==> config.mk <==
export PLATFORM = sky130hd
export DESIGN_NAME = pwm_update_sched
export DESIGN_NICKNAME = d
export VERILOG_FILES = /design/src/rtl/pwm_update_sched.sv
export SDC_FILE = /design/constraint.sdc
export NUM_CORES = 2
export LEC_CHECK = 0
export BUFFER_PORTS_ARGS = -buffer_cell sky130_fd_sc_hd__buf_4
export CAP_MARGIN = 20
export CORE_ASPECT_RATIO = 0.8
export CORE_MARGIN = 2
export CORE_UTILIZATION = 55
export DETAILED_ROUTE_END_ITERATION = 8
export PLACE_DENSITY = 0.76
export SLEW_MARGIN = 20
export SYNTH_ARGS = -nofsm -noshare
export SYNTH_HDL_FRONTEND = slang
export SYNTH_SLANG_ARGS = --single-unit
==> constraint.sdc <==
create_clock -name clk_psc_i -period 2.9 [get_ports clk_psc_i]
set_input_delay 0.29 -clock clk_psc_i [delete_from_list [all_inputs] [get_ports clk_psc_i]]
set_output_delay 0.29 -clock clk_psc_i [all_outputs]
set_load 0.1 [all_outputs]
==> src/rtl/pwm_update_sched.sv <==
// pwm_update_sched: start/drain sequencer for the PWM counter
// and period-boundary scheduler for the per-channel compare pairs.
module pwm_update_sched #(
  parameter int CH_NUM = 16,
  parameter int WIDTH  = 16,
  parameter int RCR_W  = 8
) (
  input  logic                      clk_psc_i,
  input  logic                      rst_n_i,
  input  logic                      run_req_i,
  input  logic [RCR_W-1:0]          rcr_i,
  input  logic                      wr_valid_i,
  output logic                      wr_ready_o,
  input  logic [$clog2(CH_NUM)-1:0] wr_ch_i,
  input  logic [WIDTH-1:0]          wr_on_i,
  input  logic [WIDTH-1:0]          wr_off_i,
  input  logic                      ck_cnt_i,
  input  logic                      overflow_i,
  output logic                      cnt_en_o,
  output logic [CH_NUM*WIDTH-1:0]   ch_on_o,
  output logic [CH_NUM*WIDTH-1:0]   ch_off_o,
  output logic [CH_NUM-1:0]         pend_o,
  output logic                      upd_evt_o,
  output logic [1:0]                state_o
);

  localparam int CH_W = $clog2(CH_NUM);
  localparam logic [CH_W:0] CH_LIM = CH_NUM[CH_W:0];

  typedef enum logic [1:0] {
    IDLE  = 2'd0,
    START = 2'd1,
    RUN   = 2'd2,
    DRAIN = 2'd3
  } state_e;

  state_e                    state_q, state_d;
  logic [RCR_W-1:0]          rep_cnt_q, rep_cnt_d;
  logic                      ck_d1_q, ck_d1_d;
  logic                      upd_evt_q, upd_evt_d;
  logic [CH_NUM-1:0]         pend_q, pend_d;
  logic [WIDTH-1:0]          stg_on_q [CH_NUM];
  logic [WIDTH-1:0]          stg_on_d [CH_NUM];
  logic [WIDTH-1:0]          stg_off_q [CH_NUM];
  logic [WIDTH-1:0]          stg_off_d [CH_NUM];
  logic [CH_NUM*WIDTH-1:0]   ch_on_q, ch_on_d;
  logic [CH_NUM*WIDTH-1:0]   ch_off_q, ch_off_d;

  logic                      pe;
  logic                      commit;
  logic                      wr_fire;
  logic                      ch_ok;
  logic [CH_NUM-1:0]         wr_hit;

  assign wr_ready_o = (state_q == IDLE) || (state_q == RUN);
  assign cnt_en_o   = (state_q != IDLE);
  assign state_o    = state_q;
  assign ch_on_o    = ch_on_q;
  assign ch_off_o   = ch_off_q;
  assign pend_o     = pend_q;
  assign upd_evt_o  = upd_evt_q;

  // One boundary per wrap: overflow qualified by last cycle's tick.
  assign pe      = overflow_i & ck_d1_q;
  assign wr_fire = wr_valid_i & wr_ready_o;
  assign ch_ok   = ({1'b0, wr_ch_i} < CH_LIM);

  // One-hot target channel; out-of-range writes are swallowed.
  always_comb begin
    wr_hit = '0;
    if (wr_fire && ch_ok) begin
      wr_hit = CH_NUM'(1) << wr_ch_i;
    end
  end

  // Sequencer next state, repetition countdown and commit decision.
  always_comb begin
    state_d   = state_q;
    rep_cnt_d = rep_cnt_q;
    commit    = 1'b0;
    upd_evt_d = 1'b0;
    ck_d1_d   = 1'b0;
    unique case (state_q)
      IDLE: begin
        if (run_req_i) begin
          state_d = START;
        end
      end
      START: begin
        rep_cnt_d = rcr_i;
        state_d   = RUN;
      end
      RUN: begin
        ck_d1_d = ck_cnt_i;
        if (pe) begin
          if (rep_cnt_q == '0) begin
            commit    = 1'b1;
            upd_evt_d = 1'b1;
            rep_cnt_d = rcr_i;
          end else begin
            rep_cnt_d = rep_cnt_q - RCR_W'(1);
          end
        end
        if (!run_req_i) begin
          state_d = DRAIN;
        end
      end
      DRAIN: begin
        ck_d1_d = ck_cnt_i;
        if (pe) begin
          commit    = 1'b1;
          upd_evt_d = |pend_q;
          state_d   = IDLE;
        end
      end
      default: begin
        state_d = IDLE;
      end
    endcase
  end

  // Staging, pending mask and active compare next values.
  always_comb begin
    ch_on_d   = ch_on_q;
    ch_off_d  = ch_off_q;
    pend_d    = pend_q;
    stg_on_d  = stg_on_q;
    stg_off_d = stg_off_q;
    if (commit) begin
      for (int n = 0; n < CH_NUM; n++) begin
        if (pend_q[n]) begin
          ch_on_d[n*WIDTH +: WIDTH]  = stg_on_q[n];
          ch_off_d[n*WIDTH +: WIDTH] = stg_off_q[n];
        end
      end
      pend_d = '0;
    end
    for (int n = 0; n < CH_NUM; n++) begin
      if (wr_hit[n]) begin
        stg_on_d[n]  = wr_on_i;
        stg_off_d[n] = wr_off_i;
        if (state_q == IDLE) begin
          ch_on_d[n*WIDTH +: WIDTH]  = wr_on_i;
          ch_off_d[n*WIDTH +: WIDTH] = wr_off_i;
          pend_d[n] = 1'b0;
        end else begin
          pend_d[n] = 1'b1;
        end
      end
    end
  end

  // Sequencer and repetition registers.
  always_ff @(posedge clk_psc_i or negedge rst_n_i) begin
    if (!rst_n_i) begin
      state_q   <= IDLE;
      rep_cnt_q <= '0;
      ck_d1_q   <= 1'b0;
      upd_evt_q <= 1'b0;
    end else begin
      state_q   <= state_d;
      rep_cnt_q <= rep_cnt_d;
      ck_d1_q   <= ck_d1_d;
      upd_evt_q <= upd_evt_d;
    end
  end

  // Staging and active compare registers.
  always_ff @(posedge clk_psc_i or negedge rst_n_i) begin
    if (!rst_n_i) begin
      for (int n = 0; n < CH_NUM; n++) begin
        stg_on_q[n]  <= '0;
        stg_off_q[n] <= '0;
      end
      ch_on_q  <= '0;
      ch_off_q <= '0;
      pend_q   <= '0;
    end else begin
      for (int n = 0; n < CH_NUM; n++) begin
        stg_on_q[n]  <= stg_on_d[n];
        stg_off_q[n] <= stg_off_d[n];
      end
      ch_on_q  <= ch_on_d;
      ch_off_q <= ch_off_d;
      pend_q   <= pend_d;
    end
  end

endmodule

# == Word level (Yosys, flattened, before mapping) ==
# Index checks and enable logic that the tools add are counted.
# op_classes
eq_ne,7
n_bitwise,2
div_mod_pow,0
order_cmp,0
n_mul,0
shifts,1
muxes,131
addsub,1
reduce_logical,25
# op_table
cell,n
$mux W16,98
$mux W256,2
$reduce_bool A2 Y1,18
$mux W1,22
$mux W8,2
$pmux W8 S2,1
$reduce_or A16 Y1,1
$shl A1 B4 Y16 const A,1
$logic_not A8 Y1,1
$ne A2 B2 Y1 const B,4
$pmux W2 S4,1
$sub A8 B1 Y8 const B,1
$mux W2,3
$eq A2 B2 Y1 const B,2
$pmux W1 S2,2
$reduce_and A3 Y1,1
$and A1 B1 Y1,2
$eq A2 B1 Y1 const B,1
$logic_not A2 Y1,1
$reduce_and A2 Y1,1
$reduce_or A2 Y1,1
$logic_or A1 B1 Y1,1
# totals
elab_cells,221
out_inout_bits,533
ram_bits,0
input_bits,50
latchBits,0
memories,0
rom_bits,0
ff_bits,1052

# == Logic depth before layout (Yosys ltp) ==
# depth
word_depth,7
ltp_mapped,10
mapped_depth_nobuf,6

# == Worst setup path before layout ==
# No wires, ideal clock.
# synth_timing
path_kind,register -> output
start,register state_q[0] (netlist: state_o[0])
end,output port wr_ready_o
arrival_ns,3.036
path_buffers,1
required_time_ns,2.610
path_stages_with_launch,6
path_slack_ns,-0.426
cell_sequence,dfrtp_1 > inv_1 > ha_1 > buf_2 > inv_1 > nand2_1
# synth_via
elab_chain_cells,2
elab_cells_between_ends,3
cone_classes,eq/ne (1); reduce/logical (2)
# synth_rtl
item,line,text
"start, declared",37,"state_e state_q, state_d;"
"start signal, assigned",161,state_q <= state_d;
$eq A2 B2 Y1 or $logic_not A2 Y1 (tied branches),55,assign wr_ready_o = (state_q == IDLE) || (state_q == RUN);
$logic_or A1 B1 Y1 (*),55,
"end, declared",13,"output logic wr_ready_o,"
# Mark *: on every way between the ends. The rest lies on a longest branch, timed or not.

# == Final worst setup path ==
# layout_timing
start,register state_q[0] (netlist: state_o[0])
end,register ch_on_q[234] (netlist: ch_on_o[234])
# layout_via
elab_chain_cells,5
elab_cells_between_ends,10
cone_classes,eq/ne (2); mux (5); bitwise (1); reduce/logical (2)
# layout_rtl
item,line,text
"$eq A2 B2 Y1, or another cell as far along",83,unique case (state_q)
$pmux W1 S2 or $logic_or A1 B1 Y1 (tied branches),"83, 55",
$mux W256 or $and A1 B1 Y1 (tied branches),"129, 65",
"$mux W16, on equally long branches","142, 71",
$mux W16 (*),139,if (wr_hit[n]) begin
net ch_on_d[234],46,"logic [CH_NUM*WIDTH-1:0] ch_on_q, ch_on_d;"
"end signal, assigned",183,ch_on_q <= ch_on_d;
"end, declared",46,
# The timed path passes the listed nets; every way through them passes the cells marked *.
# A chain may end at the register's enable or synchronous reset.

==> impl_metrics.tcl <==
set metrics [dict create \
    cts.sinks 1052 \
    worst_slack_ns 0.187 \
    synth_nets 4250 \
    die_area_sq_um 84300 \
    period_share_pct 93.5 \
    portBuffers 582 \
    worst_setup_path_end_kind "register" \
    synth_cells 4193 \
    tightest_slew_ns 0.985 \
    drt-initial-drc-count 3458 \
    cts_buffer_depth 3 \
    synth_area_sq_um 45100 \
    maxSlewViolCount 0 \
    htreeDepth 3 \
    grt_pass1_wl_microns 201000 \
    layout_min_cycle_time_ns 2.71 \
    startpoint_type "register" \
    grt_max_degree 81 \
    cp_slowest_cell "and3_2" \
    hold_violations 0 \
    gp_congestion 0.886 \
    antenna_found_initial 2 \
    insertion_delay_ns 0.68 \
    status "complete, no violations" \
    fp.dieH_microns 260 \
    whs_ns 0.0208 \
    setup_viol 0 \
    required_ns 3.47 \
    tritoncts "yes" \
    overflow 0 \
    yosysSeqAreaShare_pct 58.4 \
    syn_avg_cell_area_sq_um 10.8 \
    row_count 93 \
    first_global_vias 32984 \
    drc 0 \
    via_per_inst 5.94 \
    cts_root_buf "clkbuf_16" \
    drtAntennaViolNets 0 \
    critPathKind "reg2reg" \
    synth-seq-cells 1052 \
    max_freq_mhz 369 \
    slew_headroom_pct 33.7 \
    vias 34415 \
    dp_slack_ns 0.256 \
    coreArea_sq_um 80900 \
    finClkSkew_ns 0.0232 \
    hpwlAfterDp_microns 85900 \
    drt_wl_total_microns 133000 \
    crit_arrival_ns 3.28 \
    die_w_microns 324 \
    post_drt_wl_per_cell_microns 22.9 \
    rsz0062_at_grt "no" \
    grt_usage_pct 31.2 \
    syn_to_final_growth_pct 18.7 \
    cp_max_fo 32 \
    cap_violations 0 \
    numCtsBuffers 99 \
    num_io_pins 583 \
    ys.warnings.count 0 \
    start_util_pct 55.8 \
    synth_cell_types 46 \
    cp_cell_sequence "inv_1 -> ha_1 -> and3_2 -> buf_12 -> a41o_4 -> nand2_1 -> a31oi_1" \
    firstDrtPassIters 7 \
    cp_slowest_stage_delay_ns 0.60 \
    nNetsFinal 4676 \
    hold_path_class "in2reg" \
    fin_util_pct 66.2 \
    drive_gt1_share_pct 31.3 \
    fin_tns_setup_ns 0 \
    clk_pin_slew_ns 0.07 \
]
stage by stage:
step                      instance area, sq um  instances
final                                    53600       5796
after global routing                     53600       5795
after global placement                   50100       5603
after floorplan                          45100       4193
after detailed placement                 50100       5603
after CTS                                53500       5792
routing by layer:
metal	wire, microns	track usage [%]
met1	54200	42.8
met2	61100	47.6
met3	12700	8.19
met4	4730	12.0
met5	0	0
worst paths after layout:
| check | startpoint | end | slack [ns] | cells past startpoint |
|---|---|---|---|---|
| max | state_o[0] | ch_on_o[234] | 0.19 | 7 |
| min | rcr_i[2] | rep_cnt_q[2] | 0.02 | 3 |
| max reg2reg | state_o[0] | ch_on_o[234] | 0.19 | 7 |
| min reg2reg | stg_off_q[86] | stg_off_q[86] | 0.51 | 1 |
| max in group asynchronous | rst_n_i | ch_on_o[78] | 1.68 | 4 |
| min in group asynchronous | rst_n_i | ch_off_o[230] | 0.24 | 2 |
final cells by class:
class | count | area, sq um
Antenna cell | 3 | 7.51
Clock buffer | 140 | 2910
Clock inverter | 43 | 460
Fill cell | 5986 | 27300
Inverter | 8 | 33.8
Multi-Input combinational cell | 2759 | 16700
Sequential cell | 1052 | 26300
Tap cell | 1092 | 1370
Timing Repair Buffer | 699 | 5720
worst max-delay path: cells and delay by family, from the launching register on:
kind / cells / cell delay, ns
adders and majority gates: 1 / 0.30
DFF: 1 / 0.41
and+or+nand+nor: 2 / 0.71
buffers and inverters: 2 / 0.40
AOI/OAI and AO/OA: 2 / 0.76
cell families after synthesis:
family,count (synthesis),share of synthesized area (%)
flops,1052,58.4
simple gates,1646,14.4
mux,524,13.1
buf+inv,382,4.98
fa+ha+maj,7,0.194
compound gates,582,8.99
layout by cell type, fill, tap and decap left out, types with 3 or more instances in the layout:
cell           Yosys  final
a21oi_1            6      6
a31oi_1          514    513
a41o_2             6      6
a41o_4            10     10
a41oi_4           10     14
and3_1             4      3
and3b_2            0      3
and4_1            16     16
buf_12             0     34
buf_4              2    657
bufinv_16          0      8
clkbuf_1         218     15
clkbuf_16          0    101
clkbuf_8           4     24
clkinv_2           0     24
clkinvlp_4         0      7
dfrtp_1         1052   1052
diode_2            0      3
dlygate4sd3_1      0      6
ha_1               7      7
inv_1              8      7
inv_6              0      4
mux2_2           513    513
mux2i_1           11     11
nand2_1         1026   1016
nand2_2           29     39
nand2b_2           0      8
nand3_1           10     10
nand3b_1           4      4
nand4_1            3      3
nor2_1           520    516
nor2_4             0      8
nor3b_1            4      4
nor4_1             5      5
o21ai_0           15     15
o2bb2a_1           3      3
registers in the layout, summed over array words and instances (netlist names):
| name | count |
|---|---|
| stg_on_q | 256 |
| ch_on_o | 256 |
| ck_d1_q | 1 |
| stg_off_q | 256 |
| pend_o | 16 |
| upd_evt_o | 1 |
| rep_cnt_q | 8 |
| ch_off_o | 256 |
| state_o | 2 |
timing repair:
action | in CTS | in global routing
setup buffers | 0 | 0
hold buffers | 6 | 0
hold endpoints to repair | 58 | 0
gates resized for setup | 0 | 0
Yosys cell counts (all sizes together):
cell type,count,area (sq um)
a21o,2,15.0
a21oi,6,30.0
a221oi,1,8.76
a22oi,2,15.0
a31oi,514,3220
a32o,1,10.0
a41o,16,280
a41oi,16,328
and3,4,25.0
and3b,5,43.8
and4,16,140
buf,152,1340
clkbuf,222,873
dfrtp,1052,26300
ha,7,87.6
inv,8,30.0
mux2,513,5780
mux2i,11,110
nand2,1055,4030
nand2b,10,62.6
nand3,10,50.1
nand3b,4,30.0
nand4,3,18.8
nor2,524,1980
nor3,3,15.0
nor3b,4,30.0
nor4,6,52.6
nor4b,1,23.8
o211a,1,10.0
o211ai,1,7.51
o21a,2,15.0
o21ai,15,75.1
o22ai,1,6.26
o2bb2a,3,30.0
o2bb2ai,1,8.76
or2,1,6.26
Power is left out: the tool's default activity adds up to more than one toggle a clock period on the data nets, which glitch-free logic cannot reach.
